### src/rtl/disp_pkg.sv
// Shared types and helpers for the display page arbiter.
// Holds no tunable parameters; those stay on each instance.
package disp_pkg;

    typedef enum logic [1:0] {
        IDLE  = 2'd0,
        SHOW  = 2'd1,
        ALERT = 2'd2
    } disp_state_t;

    localparam int SRC_VAL_W = 32;

    // LSB position of source idx inside the packed value bus
    function automatic int val_lsb(input int idx);
        return idx * SRC_VAL_W;
    endfunction

endpackage

### src/rtl/rr_next_sel.sv
// Round-robin search: first set bit of req at (incl_start) or strictly after
// start, walking upward with wrap-around.
import disp_pkg::*;

module rr_next_sel #(
    parameter  int N_SRC = 4,
    localparam int IW    = $clog2(N_SRC)
) (
    input  logic [N_SRC-1:0] req,
    input  logic [IW-1:0]    start,
    input  logic             incl_start,
    output logic             found,
    output logic [IW-1:0]    sel
);

    localparam int SW = IW + 1;

    logic [SW-1:0] sum_s;
    logic          hit_s;

    // Offsets are walked from farthest to nearest so the nearest hit is written last
    always_comb begin
        found = 1'b0;
        sel   = start;
        sum_s = '0;
        hit_s = 1'b0;
        for (int off = N_SRC - 1; off >= 0; off--) begin
            sum_s = {1'b0, start} + SW'(off);
            sum_s = (sum_s >= SW'(N_SRC)) ? (sum_s - SW'(N_SRC)) : sum_s;
            hit_s = ((off != 0) || incl_start) && req[sum_s[IW-1:0]];
            found = found | hit_s;
            sel   = hit_s ? sum_s[IW-1:0] : sel;
        end
    end

endmodule

### src/rtl/disp_page_arbiter.sv
// Time-shares the 8-digit display between requesting sources in round-robin
// pages, with an alert strobe that forces one source on screen for a while.
import disp_pkg::*;

module disp_page_arbiter #(
    parameter int N_SRC      = 4,
    parameter int CYC_PER_MS = 100_000,
    parameter int DWELL_MS   = 1000,
    parameter int ALERT_MS   = 3000
) (
    input  logic                       clk_100MHz_i,
    input  logic                       rst_n,
    input  logic [N_SRC-1:0]           req_i,
    input  logic [32*N_SRC-1:0]        val_i,
    input  logic                       alert_i,
    input  logic [$clog2(N_SRC)-1:0]   alert_src_i,
    input  logic                       freeze_i,
    output logic [15:0]                cnt_val_1_o,
    output logic [15:0]                cnt_val_2_o,
    output logic [$clog2(N_SRC)-1:0]   page_o,
    output logic                       page_vld_o,
    output logic                       alert_act_o,
    output logic                       page_chg_o
);

    localparam int IW     = $clog2(N_SRC);
    localparam int PW     = $clog2(CYC_PER_MS + 1);
    localparam int MAX_MS = (DWELL_MS > ALERT_MS) ? DWELL_MS : ALERT_MS;
    localparam int CW     = $clog2(MAX_MS + 1);

    disp_state_t    state_r, state_s;
    logic [IW-1:0]  page_s;
    logic [IW-1:0]  rr_ptr_r;
    logic [IW-1:0]  saved_r, saved_s;
    logic           saved_vld_r, saved_vld_s;
    logic           load_s, restart_s;
    logic [PW-1:0]  presc_r;
    logic [CW-1:0]  cnt_r;
    logic [CW-1:0]  lim_s;
    logic           tick_s, expired_s;
    logic           rr_found_s, af_found_s;
    logic [IW-1:0]  rr_sel_s, af_sel_s, after_start_s;
    logic [31:0]    src_val [N_SRC];
    logic [IW-1:0]  rr_inc_s;

    for (genvar k = 0; k < N_SRC; k++) begin : g_unpack
        assign src_val[k] = val_i[val_lsb(k) +: SRC_VAL_W];
    end

    // Alert resume searches after the interrupted page, all other cases after the current one
    assign after_start_s = (state_r == ALERT) ? saved_r : page_o;

    rr_next_sel #(.N_SRC(N_SRC)) u_sel_rr (
        .req        (req_i),
        .start      (rr_ptr_r),
        .incl_start (1'b1),
        .found      (rr_found_s),
        .sel        (rr_sel_s)
    );

    rr_next_sel #(.N_SRC(N_SRC)) u_sel_after (
        .req        (req_i),
        .start      (after_start_s),
        .incl_start (1'b0),
        .found      (af_found_s),
        .sel        (af_sel_s)
    );

    assign tick_s    = (presc_r == PW'(CYC_PER_MS - 1));
    assign lim_s     = (state_r == ALERT) ? CW'(ALERT_MS) : CW'(DWELL_MS);
    // A saturated counter keeps expiry asserted while a frozen page is held
    assign expired_s = (cnt_r == lim_s) || (tick_s && (cnt_r == (lim_s - CW'(1))));
    assign rr_inc_s  = (page_s == IW'(N_SRC - 1)) ? '0 : (page_s + IW'(1));

    // Next-state and page-load decision; alert beats request drop beats expiry
    always_comb begin
        state_s     = state_r;
        page_s      = page_o;
        load_s      = 1'b0;
        restart_s   = 1'b0;
        saved_s     = saved_r;
        saved_vld_s = saved_vld_r;
        case (state_r)
            IDLE: begin
                if (alert_i) begin
                    state_s     = ALERT;
                    page_s      = alert_src_i;
                    load_s      = 1'b1;
                    saved_vld_s = 1'b0;
                end else if (rr_found_s) begin
                    state_s = SHOW;
                    page_s  = rr_sel_s;
                    load_s  = 1'b1;
                end else begin
                    state_s = IDLE;
                end
            end
            SHOW: begin
                if (alert_i) begin
                    state_s     = ALERT;
                    page_s      = alert_src_i;
                    load_s      = 1'b1;
                    saved_s     = page_o;
                    saved_vld_s = 1'b1;
                end else if (!req_i[page_o]) begin
                    if (af_found_s) begin
                        page_s = af_sel_s;
                        load_s = 1'b1;
                    end else begin
                        state_s = IDLE;
                    end
                end else if (expired_s && !freeze_i) begin
                    if (af_found_s) begin
                        page_s = af_sel_s;
                        load_s = 1'b1;
                    end else begin
                        restart_s = 1'b1;
                    end
                end else begin
                    state_s = SHOW;
                end
            end
            ALERT: begin
                if (alert_i) begin
                    page_s = alert_src_i;
                    load_s = 1'b1;
                end else if (expired_s) begin
                    if (saved_vld_r && req_i[saved_r]) begin
                        state_s = SHOW;
                        page_s  = saved_r;
                        load_s  = 1'b1;
                    end else if (saved_vld_r && af_found_s) begin
                        state_s = SHOW;
                        page_s  = af_sel_s;
                        load_s  = 1'b1;
                    end else if (!saved_vld_r && rr_found_s) begin
                        state_s = SHOW;
                        page_s  = rr_sel_s;
                        load_s  = 1'b1;
                    end else begin
                        state_s = IDLE;
                    end
                end else begin
                    state_s = ALERT;
                end
            end
            default: begin
                state_s = IDLE;
            end
        endcase
    end

    // FSM state, saved page and round-robin pointer
    always_ff @(posedge clk_100MHz_i or negedge rst_n) begin
        if (!rst_n) begin
            state_r     <= IDLE;
            saved_r     <= '0;
            saved_vld_r <= 1'b0;
            rr_ptr_r    <= '0;
        end else begin
            state_r     <= state_s;
            saved_r     <= saved_s;
            saved_vld_r <= saved_vld_s;
            rr_ptr_r    <= load_s ? rr_inc_s : rr_ptr_r;
        end
    end

    // Millisecond prescaler and dwell/alert counter, both restarted on a page load
    always_ff @(posedge clk_100MHz_i or negedge rst_n) begin
        if (!rst_n) begin
            presc_r <= '0;
            cnt_r   <= '0;
        end else if (load_s || restart_s) begin
            presc_r <= '0;
            cnt_r   <= '0;
        end else begin
            presc_r <= tick_s ? '0 : (presc_r + PW'(1));
            if (tick_s && (cnt_r < lim_s)) begin
                cnt_r <= cnt_r + CW'(1);
            end else begin
                cnt_r <= cnt_r;
            end
        end
    end

    // Registered outputs; the shown value tracks val_i live while a page is valid
    always_ff @(posedge clk_100MHz_i or negedge rst_n) begin
        if (!rst_n) begin
            page_o      <= '0;
            page_chg_o  <= 1'b0;
            page_vld_o  <= 1'b0;
            alert_act_o <= 1'b0;
            cnt_val_1_o <= 16'h0000;
            cnt_val_2_o <= 16'h0000;
        end else begin
            page_o      <= page_s;
            page_chg_o  <= load_s;
            page_vld_o  <= (state_s != IDLE);
            alert_act_o <= (state_s == ALERT);
            if (state_s != IDLE) begin
                cnt_val_1_o <= src_val[page_s][31:16];
                cnt_val_2_o <= src_val[page_s][15:0];
            end else begin
                cnt_val_1_o <= 16'h0000;
                cnt_val_2_o <= 16'h0000;
            end
        end
    end

endmodule

### config.mk
export PLATFORM = sky130hd
export DESIGN_NAME = disp_page_arbiter
export DESIGN_NICKNAME = d
export VERILOG_FILES = /design/src/rtl/disp_pkg.sv /design/src/rtl/rr_next_sel.sv /design/src/rtl/disp_page_arbiter.sv
export SDC_FILE = /design/constraint.sdc
export NUM_CORES = 1
export LEC_CHECK = 0
export CORE_MARGIN = 4
export CORE_UTILIZATION = 48
export DETAILED_ROUTE_END_ITERATION = 10
export PLACE_DENSITY = 0.86
export SYNTH_ARGS = -nofsm -noshare
export SYNTH_HDL_FRONTEND = slang
export SYNTH_SLANG_ARGS = --single-unit
### constraint.sdc
create_clock -name clk_100MHz_i -period 6.85 [get_ports clk_100MHz_i]
set_clock_uncertainty 0.2 [all_clocks]
set_input_delay 1.37 -clock clk_100MHz_i [delete_from_list [all_inputs] [get_ports clk_100MHz_i]]
set_output_delay 1.37 -clock clk_100MHz_i [all_outputs]
set_load 0.02 [all_outputs]
==> results.cfg <==
[critical_path]
worst-path-buf-inv = 2
r2r_slack_ps = 1990
path_cells = clkdlybuf4s50_1 -> nor2_1 -> nor4b_1 -> a211oi_2 -> nor2_1 -> o311ai_4 -> a31o_1 -> a2bb2oi_4 -> buf_4 -> mux2i_1 -> o22ai_1
reg2reg_from = state_r[0]$_DFF_PN0_
crit_family = compound AO/OA/AOI/OAI gates
end_kind = register
worstSetupPathType = in2reg
cpPeakStageDelay_ps = 770
crit_slowest_cell = clkdlybuf4s50_1
cp_common_cell = nor2_1
critPathArrivalTime_ps = 5000
start_kind = primary input
endpoint = cnt_val_1_o[13]$_DFF_PN0_
worstPathMaxFanout = 21
reg2reg_depth = 13
worstPathRequired_ps = 6830
timing.critical_path.from = req_i[1]
cp.depth = 11
worstReg2RegEnd = cnt_val_1_o[13]$_DFF_PN0_

[global_route]
antenna_found_initial = 3
grt_pass1_vias = 4403
grt_pass1_wl_mm = 22.2
grt_use_total = 0.249
grt_overflow = 0
grt_start_max_net_pins = 74

[sta]
rsz0062_at_grt = no
max_slew_margin = 0.217
worst_slew_pin_slew_ps = 1170
tns_ps = 0
setup_viol = 0
final-hold-violation-count = 0
period_needed_ps = 5020
clock.fmax_mhz = 199
fin_crit_sh = 0.733
drv_slew = 0

[finish]
seq_area_um2 = 1830
num-fill-cells = 707
finalNetCount = 774
drive_above_1_share = 0.0602
multi_input_area_um2 = 2540
area_delta_synth_final_pct = 42.0
final_common_cell = clkdlybuf4s50_1
layout_common_cells = clkdlybuf4s50_1 (173), dfrtp_1 (73), mux2i_1 (70)

[routing]
vias_per_cell = 5.54
drt_wl_total_mm = 13.8
drt-wirelength-per-cell_um = 18.1
drt_first_pass_iters = 4
via_count = 4227
drt_iter0_markers = 351
ant_nets = 0
drc_errors = 0

[logic_synthesis]
synth_nets = 613
yosys_warnings = 0
postSynthAreaPerCell_um2 = 9.95
ys_ff_latch = 73
synth-async-reset-ratio = 1.00
syn_inst = 465
synthFlopType = dfrtp_1
synth_edf_count = 0
yosysUniqueCellTypes = 63
syn_area_um2 = 4630
yosysSeqAreaShare = 0.395

[clock_network]
cts_hold_buffers = 0
h-tree-depth = 3
cts_tree = built
clock-sinks = 73
cts-root-buf = clkbuf_8
cts_made_buffers = 9
ctsResizeCount = 0
clk_pin_slew_ps = 80
cts_buffer_depth = 2
clk_latency_ps = 350
cts_setup_buffers = 0

[die]
die_area_um2 = 11300
start_util = 0.496
core_um2 = 9330
die_y_um = 106
placementRows = 35
io_pins = 175
die_w_um = 106

[pwr]
finalPower_mw = 2.54
p_leak_nw = 2.76
ir_worst_vdd_uv = 279
p_per_area_nw_per_um2 = 387

[place]
routabilityCongestion = 0.907
portBuffers = 174
dp_hpwl_mm = 10.7

[hold_path]
worstHoldStart = presc_r[0]$_DFF_PN0_
hold_class = reg2reg

[run_status]
status = completed

[job]
max_cap_viol_count = 0
==> kinds of logic (layout without fill, tap and decap cells) <==
group / count (synthesis) / count (layout) / synth area share
AOI/OAI and AO/OA: 88 / 88 / 0.140
xor gates and xnor gates: 28 / 28 / 0.0530
adders and majority gates: 10 / 10 / 0.0270
buffers and inverters: 45 / 211 / 0.0584
DFF: 73 / 73 / 0.395
muxes: 75 / 75 / 0.168
other: 0 / 3 / 0
and+or+nand+nor: 146 / 146 / 0.158
==> worst min path at each step <==
| stage | end | slack (ps) | depth (start not counted) |
|---|---|---|---|
| after floorplan | presc_r[0]$_DFF_PN0_ | 250 | 1 |
| after global routing | presc_r[0]$_DFF_PN0_ | 330 | 1 |
| after CTS | presc_r[0]$_DFF_PN0_ | 290 | 1 |
| final | presc_r[0]$_DFF_PN0_ | 290 | 1 |
| after detailed placement | presc_r[0]$_DFF_PN0_ | 280 | 1 |
| after global placement | presc_r[0]$_DFF_PN0_ | 260 | 1 |
==> power breakdown <==
part / internal [mW] / switching (mW) / total, mW / leakage [nW]
registers: 0.557 / 0.0868 / 0.644 / 0.960
logic: 0.728 / 0.836 / 1.56 / 1.70
clock network: 0.168 / 0.167 / 0.336 / 0.0994
total: 1.45 / 1.09 / 2.54 / 2.76
==> worst reg2reg max path: cells and delay by family, from the launching register on <==
family | cells | cell delay (ps)
AOI/OAI and AO/OA | 4 | 1310
adders and majority gates | 2 | 740
buffers and inverters | 3 | 740
DFF | 1 | 420
muxes | 1 | 260
and+or+nand+nor | 3 | 1020
==> synthesized netlist by cell type, types with 4 or more instances <==
| cell | number | share of area |
|---|---|---|
| dfrtp_1 | 73 | 0.39 |
| mux2i_1 | 70 | 0.15 |
| nor2_1 | 46 | 0.037 |
| o22ai_1 | 33 | 0.045 |
| nand2_1 | 32 | 0.026 |
| inv_1 | 18 | 0.015 |
| nand3_1 | 14 | 0.015 |
| o21ai_0 | 14 | 0.015 |
| xnor2_1 | 14 | 0.027 |
| xor2_1 | 14 | 0.027 |
| clkbuf_1 | 11 | 0.0089 |
| ha_1 | 10 | 0.027 |
| nand4_1 | 10 | 0.014 |
| nor2b_1 | 7 | 0.0095 |
| nor3_1 | 6 | 0.0065 |
| a21oi_1 | 4 | 0.0043 |
| buf_2 | 4 | 0.0043 |
| nor4_1 | 4 | 0.0054 |
| o211ai_1 | 4 | 0.0065 |
| o21ai_1 | 4 | 0.0043 |
==> flip-flops by register name, indices dropped and copies added, names as in the netlist <==
signal and flops:
rr_ptr_r 2, page_o 2, page_chg_o 1, cnt_val_1_o 16
cnt_val_2_o 16, saved_vld_r 1, alert_act_o 1, cnt_r 12
page_vld_o 1, saved_r 2, state_r 2, presc_r 17
==> layer usage <==
layer | global-route usage | up-vias | wire length, µm
met5 | 0 | - | 0
met4 | 0.0944 | 0 | 344
met3 | 0.0826 | 20 | 1050
met2 | 0.438 | 138 | 7110
met1 | 0.279 | 2054 | 5310
li1 | - | 2015 | -
==> layout make-up <==
cell class,instances,share of cell area
Antenna cell,3,0.00114
Clock buffer,9,0.0188
Inverter,18,0.0103
Timing Repair Buffer,177,0.270
Multi-Input combinational cell,347,0.387
Tap cell,129,0.0246
Sequential cell,73,0.278
Clock inverter,7,0.0107
==> per-stage QoR <==
stage,util,instances,instance area [µm²],hold slack [ps],setup WS (ps)
3_5_place_dp,0.683,744,6370,277,1500
2_1_floorplan,-,465,4630,245,3080
6_report,0.705,763,6570,287,1830
4_1_cts,0.704,760,6570,288,1850
3_3_place_gp,0.683,744,6370,262,1590
5_1_grt,0.705,763,6570,325,1600
Note: power is estimated with default switching activity, not from simulation.
